$ cat src/rtl/layer_compositor.sv
`default_nettype none
// ============================================================================
// Module      : layer_compositor
// Description : Merges NUM_LAYERS layer pixel streams into one RGB output.
//               A three-stage pipeline:
//                 S1 registers the inputs,
//                 S2 selects the winning and underlying layer,
//                 S3 applies blending and blanking.
//               Sync signals travel the same pipeline. Per-frame collision
//               flags are latched on each vsync rising edge.
// Revision    : 1.0 - initial release
// ============================================================================
module layer_compositor #(
  parameter int NUM_LAYERS = 4,
  parameter int CHAN_BITS  = 4
) (
  input  logic                                             clkPixel,
  input  logic                                             reset,
  input  logic [NUM_LAYERS*3*CHAN_BITS-1:0]                layerRgb,
  input  logic [NUM_LAYERS-1:0]                            layerOpaque,
  input  logic [NUM_LAYERS-1:0]                            layersVisible,
  input  logic [NUM_LAYERS-1:0]                            blendMask,
  input  logic [3*CHAN_BITS-1:0]                           backdrop,
  input  logic                                             hsyncIn,
  input  logic                                             vsyncIn,
  input  logic                                             videoActiveIn,
  output logic [CHAN_BITS-1:0]                             red,
  output logic [CHAN_BITS-1:0]                             green,
  output logic [CHAN_BITS-1:0]                             blue,
  output logic                                             hsync,
  output logic                                             vsync,
  output logic                                             videoActive,
  output logic [((NUM_LAYERS > 1) ? $clog2(NUM_LAYERS) : 1)-1:0] topLayer,
  output logic [NUM_LAYERS-1:0]                            collisionFlags
);

  localparam int PIX_W = 3 * CHAN_BITS;
  localparam int IDX_W = (NUM_LAYERS > 1) ? $clog2(NUM_LAYERS) : 1;
  // Index reported when the backdrop wins.
  localparam logic [IDX_W-1:0] IDX_NONE = '1;

  // --------------------------------------------------------------------------
  // Stage 1: input registers
  // --------------------------------------------------------------------------
  logic [NUM_LAYERS*PIX_W-1:0] rgb1_q;
  logic [NUM_LAYERS-1:0]       eff1_q;
  logic [NUM_LAYERS-1:0]       blend1_q;
  logic [PIX_W-1:0]            backdrop1_q;
  logic                        hs1_q;
  logic                        vs1_q;
  logic                        va1_q;

  // Capture every input.
  // A layer only takes part when it is both opaque and enabled.
  always_ff @(posedge clkPixel or posedge reset) begin
    if (reset) begin
      rgb1_q      <= '0;
      eff1_q      <= '0;
      blend1_q    <= '0;
      backdrop1_q <= '0;
      hs1_q       <= 1'b0;
      vs1_q       <= 1'b0;
      va1_q       <= 1'b0;
    end else begin
      rgb1_q      <= layerRgb;
      eff1_q      <= layerOpaque & layersVisible;
      blend1_q    <= blendMask;
      backdrop1_q <= backdrop;
      hs1_q       <= hsyncIn;
      vs1_q       <= vsyncIn;
      va1_q       <= videoActiveIn;
    end
  end

  // --------------------------------------------------------------------------
  // Stage 2: priority select and collision detection
  // --------------------------------------------------------------------------
  logic [PIX_W-1:0]      top_d;
  logic [PIX_W-1:0]      under_d;
  logic [IDX_W-1:0]      win_d;
  logic                  doBlend_d;
  logic [NUM_LAYERS-1:0] hits_d;
  logic                  frameEdge_d;

  logic [PIX_W-1:0]      top2_q;
  logic [PIX_W-1:0]      under2_q;
  logic [IDX_W-1:0]      win2_q;
  logic                  blend2_q;
  logic                  hs2_q;
  logic                  vs2_q;
  logic                  va2_q;

  logic [NUM_LAYERS-1:0] acc_q;
  logic [NUM_LAYERS-1:0] acc_d;
  logic [NUM_LAYERS-1:0] flags_q;
  logic [NUM_LAYERS-1:0] flags_d;

  // Ascending scan: each newly found layer demotes the previous winner to "under".
  // The backdrop therefore ends up as "under" when nothing lies beneath the winner.
  always_comb begin
    top_d     = backdrop1_q;
    under_d   = backdrop1_q;
    win_d     = IDX_NONE;
    doBlend_d = 1'b0;
    for (int i = 0; i < NUM_LAYERS; i++) begin
      if (eff1_q[i]) begin
        under_d   = top_d;
        top_d     = rgb1_q[i*PIX_W +: PIX_W];
        win_d     = IDX_W'(i);
        doBlend_d = blend1_q[i];
      end
    end
  end

  // A present layer is hit when any higher layer is present on an active pixel.
  // The topmost layer can never be hit.
  always_comb begin
    logic above;
    hits_d = '0;
    above  = 1'b0;
    for (int i = NUM_LAYERS - 1; i >= 0; i--) begin
      hits_d[i] = eff1_q[i] & above & va1_q;
      above     = above | eff1_q[i];
    end
  end

  // A frame boundary is the rising edge of vsync as it leaves stage 1.
  assign frameEdge_d = vs1_q & ~vs2_q;

  // Accumulate hits through the frame.
  // At the boundary, publish them (including this cycle's hits) and restart empty.
  always_comb begin
    acc_d   = acc_q | hits_d;
    flags_d = flags_q;
    if (frameEdge_d) begin
      flags_d = acc_q | hits_d;
      acc_d   = '0;
    end
  end

  // Stage 2 registers: the selected colours and winner, with sync delayed another stage.
  always_ff @(posedge clkPixel or posedge reset) begin
    if (reset) begin
      top2_q   <= '0;
      under2_q <= '0;
      win2_q   <= IDX_NONE;
      blend2_q <= 1'b0;
      hs2_q    <= 1'b0;
      vs2_q    <= 1'b0;
      va2_q    <= 1'b0;
    end else begin
      top2_q   <= top_d;
      under2_q <= under_d;
      win2_q   <= win_d;
      blend2_q <= doBlend_d;
      hs2_q    <= hs1_q;
      vs2_q    <= vs1_q;
      va2_q    <= va1_q;
    end
  end

  // Collision accumulator and the per-frame flag latch.
  always_ff @(posedge clkPixel or posedge reset) begin
    if (reset) begin
      acc_q   <= '0;
      flags_q <= '0;
    end else begin
      acc_q   <= acc_d;
      flags_q <= flags_d;
    end
  end

  // --------------------------------------------------------------------------
  // Stage 3: blend, blank and output registers
  // --------------------------------------------------------------------------
  logic [PIX_W-1:0] mix_d;
  logic [PIX_W-1:0] pix_d;

  logic [PIX_W-1:0] pix3_q;
  logic [IDX_W-1:0] top3_q;
  logic             hs3_q;
  logic             vs3_q;
  logic             va3_q;

  // Each channel averages in CHAN_BITS+1 bits.
  // Dropping the LSB rounds the result down.
  genvar c;
  generate
    for (c = 0; c < 3; c++) begin : g_chan
      logic [CHAN_BITS:0] sum;
      assign sum = {1'b0, top2_q[c*CHAN_BITS +: CHAN_BITS]}
                 + {1'b0, under2_q[c*CHAN_BITS +: CHAN_BITS]};
      assign mix_d[c*CHAN_BITS +: CHAN_BITS] =
        blend2_q ? sum[CHAN_BITS:1] : top2_q[c*CHAN_BITS +: CHAN_BITS];
    end
  endgenerate

  // Colour is forced black outside the active area.
  // The layer index and sync signals still pass through.
  assign pix_d = va2_q ? mix_d : '0;

  // Output registers.
  // Reset shows black with the "backdrop" index, so the pins are clean while in reset.
  always_ff @(posedge clkPixel or posedge reset) begin
    if (reset) begin
      pix3_q <= '0;
      top3_q <= IDX_NONE;
      hs3_q  <= 1'b0;
      vs3_q  <= 1'b0;
      va3_q  <= 1'b0;
    end else begin
      pix3_q <= pix_d;
      top3_q <= win2_q;
      hs3_q  <= hs2_q;
      vs3_q  <= vs2_q;
      va3_q  <= va2_q;
    end
  end

  assign red            = pix3_q[2*CHAN_BITS +: CHAN_BITS];
  assign green          = pix3_q[CHAN_BITS +: CHAN_BITS];
  assign blue           = pix3_q[0 +: CHAN_BITS];
  assign hsync          = hs3_q;
  assign vsync          = vs3_q;
  assign videoActive    = va3_q;
  assign topLayer       = top3_q;
  assign collisionFlags = flags_q;

endmodule
`default_nettype wire
$ cat config.mk
export PLATFORM = sky130hd
export DESIGN_NAME = layer_compositor
export DESIGN_NICKNAME = d
export VERILOG_FILES = /design/src/rtl/layer_compositor.sv
export SDC_FILE = /design/constraint.sdc
export NUM_CORES = 1
export LEC_CHECK = 0
export BUFFER_PORTS_ARGS = -buffer_cell sky130_fd_sc_hd__buf_4
export CORE_MARGIN = 3
export CORE_UTILIZATION = 30
export DETAILED_ROUTE_END_ITERATION = 12
export PLACE_DENSITY_LB_ADDON = 0.08
export SLEW_MARGIN = 20
export SYNTH_ARGS = -nofsm -noshare
export SYNTH_HDL_FRONTEND = slang
export SYNTH_SLANG_ARGS = --single-unit
$ cat constraint.sdc
create_clock -name clkPixel -period 3.9 [get_ports clkPixel]
set_clock_uncertainty 0.15 [all_clocks]
set_input_delay 0.78 -clock clkPixel [delete_from_list [all_inputs] [get_ports clkPixel]]
set_output_delay 0.78 -clock clkPixel [all_outputs]
set_load 0.05 [all_outputs]
==> run_results.csv <==
group,metric,value,unit
outcome,status,"complete, no violations",
worst_hold_path,hold_class,"reg -> reg",
timing,drv_slew,0,
detailed_routing,wl_met1,5430,um
clock_tree,cts_sinks,124,
timing,hold_viol_final,0,
timing,hold_ws,0.197,ns
global_routing,antenna_found_initial,0,
placement,dpl_worst_slack,1.81,ns
timing,period_share,53.4,%
yosys,yosysTopAreaCell,"dfrtp_1",
timing,tightest_slew,0.886,ns
worst_hold_path,hold_depth,0,
detailed_routing,met2WireLength,4730,um
final_layout,drive_gt1_share,31.7,%
yosys,ys_seq_area_share,62.3,%
global_routing,grt_use_total,12.7,%
detailed_routing,wl_per_cell,15.3,um
yosys,ys_top_cells_by_area,"dfrtp_1 (60%), mux2i_1 (3.0%), o211ai_1 (2.9%)",
worst_setup_path,crit_arrival,2.24,ns
detailed_routing,viasPerCell,4.42,
final_layout,area_growth,29.4,%
floorplanning,initial_core_util,31.1,%
yosys,async_flop_share,100,%
yosys,synth_edf_count,0,
detailed_routing,dr_total_vias,3132,
detailed_routing,drc,0,
floorplanning,die_area,18200,um^2
final_layout,nets,568,
timing,setup_violations,0,
yosys,ys.flop_type,"dfrtp_1",
global_routing,grt_start_max_net_pins,58,
yosys,synth_seq_cells,124,
yosys,synth_cells,383,
final_layout,final_util,40.2,%
timing,rsz0062_at_grt,"no",
placement,gp_congestion,0.715,
worst_setup_path,reg2reg_from,"eff1_q[1]",
yosys,ys_types,43,
floorplanning,die_h,135,um
worst_setup_path,crit_type,"reg -> reg",
timing,fmax,481,MHz
clock_tree,clk_pin_slew,0.05,ns
detailed_routing,top_layer_used,"met4",
detailed_routing,routed-wl-met3,453,um
detailed_routing,ant_nets,0,
worst_setup_path,max_stage_delay,0.92,ns
run,drv_cap,0,
worst_setup_path,endpoint_kind,"flip-flop",
clock_tree,cts_tree,"done",
worst_setup_path,cp_max_fo,29,
timing,relSlewSlack,40.9,%
detailed_routing,drtIter0Drc,255,
final_layout,n_antenna_cell,0,
global_routing,grt_pass1_vias,3310,
power_and_ir_drop,power.static_leakage,0.00292,uW
worst_setup_path,crit_chain,"nor2b_1, a22oi_1, o221ai_1",
yosys,yosysWarnings,0,
floorplanning,core,16100,um^2
worst_setup_path,start_kind,"flip-flop",
clock_tree,clockRootBuffer,"clkbuf_16",
timing,period_needed,2.08,ns
detailed_routing,finalWirelength,10800,um
floorplanning,pin_count,98,
global_routing,grt_remaining_overflow,0,
worst_setup_path,required,4.06,ns
clock_tree,post-cts-setup-buffer-count,0,
clock_tree,cts_resized,0,
power_and_ir_drop,peakVddDrop,0.000284,V
yosys,synthesis.area,4990,um^2
worst_hold_path,min_to,"hs2_q",
clock_tree,htree_levels,4,
clock_tree,worstSkewPairLatency,0.41,ns
power_and_ir_drop,power-per-cell-area,531,nW/um^2
timing,layout_setup_ws,1.82,ns
global_routing,grt_pass1_wl,17600,um
worst_setup_path,reg2reg_slack,1.82,ns
timing,fin_setup_tns,0,ns
clock_tree,clock_path_buffers,2,
worst_setup_path,cp_slowest_cell,"dfrtp_1",
floorplanning,die_x,135,um
placement,place_hpwl,8170,um
clock_tree,hold_buffers,0,
clock_tree,cts-buffers-inserted,17,
yosys,synth_nets,472,
placement,port-buffer-count,96,
worst_setup_path,r2r_end,"under2_q[4]",
yosys,syn-mean-instance-area,13.0,um^2
detailed_routing,drt-pass1-iter-count,4,
yosys,synth_top_cell_area_share,60.2,%
worst_setup_path,reg2reg_depth,3,
floorplanning,fp-row-count,46,
worst_hold_path,holdCritStartpoint,"hs1_q",
[layout make-up]
type,count,area (um^2)
Clock inverter,12,123
Tap cell,216,270
Fill cell,1553,9600
Timing Repair Buffer,100,763
Inverter,12,48.8
Multi-Input combinational cell,224,1700
Sequential cell,124,3110
Clock buffer,20,447
[placed cells by master (no fill, tap or decap), types with 3 or more instances in the layout]
| cell | synthesis | final |
|---|---|---|
| o211ai_2 | 5 | 5 |
| a311o_1 | 3 | 3 |
| and2_1 | 12 | 12 |
| dfstp_2 | 4 | 4 |
| o211ai_1 | 19 | 19 |
| a21oi_1 | 28 | 28 |
| nand2_1 | 9 | 9 |
| clkinv_2 | 0 | 6 |
| a22oi_1 | 8 | 8 |
| nor2b_1 | 18 | 18 |
| nor2_1 | 4 | 4 |
| a31oi_1 | 6 | 6 |
| clkbuf_16 | 0 | 17 |
| dfrtp_1 | 120 | 120 |
| clkinvlp_4 | 0 | 3 |
| o221ai_1 | 16 | 16 |
| and3_1 | 4 | 4 |
| ha_1 | 9 | 9 |
| nand2b_1 | 20 | 20 |
| inv_1 | 11 | 10 |
| xor2_1 | 3 | 3 |
| mux2_2 | 7 | 7 |
| o21ai_0 | 11 | 11 |
| mux2_4 | 5 | 5 |
| nand4_1 | 3 | 3 |
| fa_1 | 3 | 3 |
| mux2i_1 | 15 | 15 |
| buf_4 | 3 | 99 |
[state kept, by name, summed over array words and instances, names as in the netlist, 3 cells and up]
name            flops
backdrop1_q        12
blend1_q            4
top2_q             12
rgb1_q             48
eff1_q              4
acc_q               3
collisionFlags      3
under2_q           12
pix3_q             12
[critical path, delay by kind of cell (launching register included)]
kind               cells  cell delay (ns)
AOI/OAI and AO/OA      2             0.37
and+or+nand+nor        1             0.53
DFF                    1             0.92
[power by group]
group | leakage, uW | switching, uW | internal, uW | total [uW]
clock network | 0.000279 | 550 | 950 | 1500
registers | 0.00147 | 72.5 | 1390 | 1460
logic | 0.00117 | 264 | 201 | 465
total | 0.00292 | 887 | 2540 | 3430
[synth_stat cells (2+ instances only)]
cell type / n
a21oi_1: 28
and2_1: 12
inv_1: 11
nor2b_1: 18
mux2i_1: 15
nand2_1: 9
a211oi_1: 2
dfstp_2: 4
nor2_1: 4
nand4_1: 3
buf_2: 9
o21ai_0: 11
buf_6: 4
o211ai_1: 19
o221ai_1: 16
o211ai_2: 5
mux2_2: 7
a311o_1: 3
nand2b_1: 20
dfrtp_1: 120
mux2_4: 5
clkbuf_1: 7
a31oi_1: 6
fa_1: 3
buf_4: 3
o21bai_1: 2
ha_1: 9
xor2_1: 3
a22oi_1: 8
and3_1: 4
[metal layers]
| layer | global-route usage, % | vias up |
|---|---|---|
| met1 | 18.5 | 1477 |
| met3 | 3.24 | 21 |
| met2 | 17.8 | 76 |
| met5 | 0 | - |
| li1 | - | 1558 |
| met4 | 5.88 | 0 |
[metrics by stage]
step	cells	instance area (um^2)	power, uW
after floorplan	383	4990	1780
after global placement	676	5890	1950
after detailed placement	676	5890	1960
after CTS	708	6460	3480
after global routing	708	6460	3580
final	708	6460	3430
[kinds of logic after synthesis]
kind of cell	count (synthesis)	share of synthesized area, %
AO/OA/AOI/OAI	105	14.9
XOR/XNOR	3	0.527
multiplexers	27	6.09
buffers and inverters	35	3.69
other	1	0.0752
AND/OR/NAND/NOR	76	8.98
flip-flops	124	62.3
adder cells (fa/ha/maj)	12	3.46
[worst max path at each step]
stage | startpoint | endpoint | slack, ns
after floorplan | reset | acc_q[0] | 1.45
after detailed placement | eff1_q[1] | under2_q[4] | 1.81
final | eff1_q[1] | under2_q[4] | 1.82
after global routing | eff1_q[1] | under2_q[4] | 1.62
after CTS | eff1_q[1] | under2_q[4] | 1.80
after global placement | eff1_q[1] | under2_q[10] | 1.89
(Power assumes the default switching activity.)
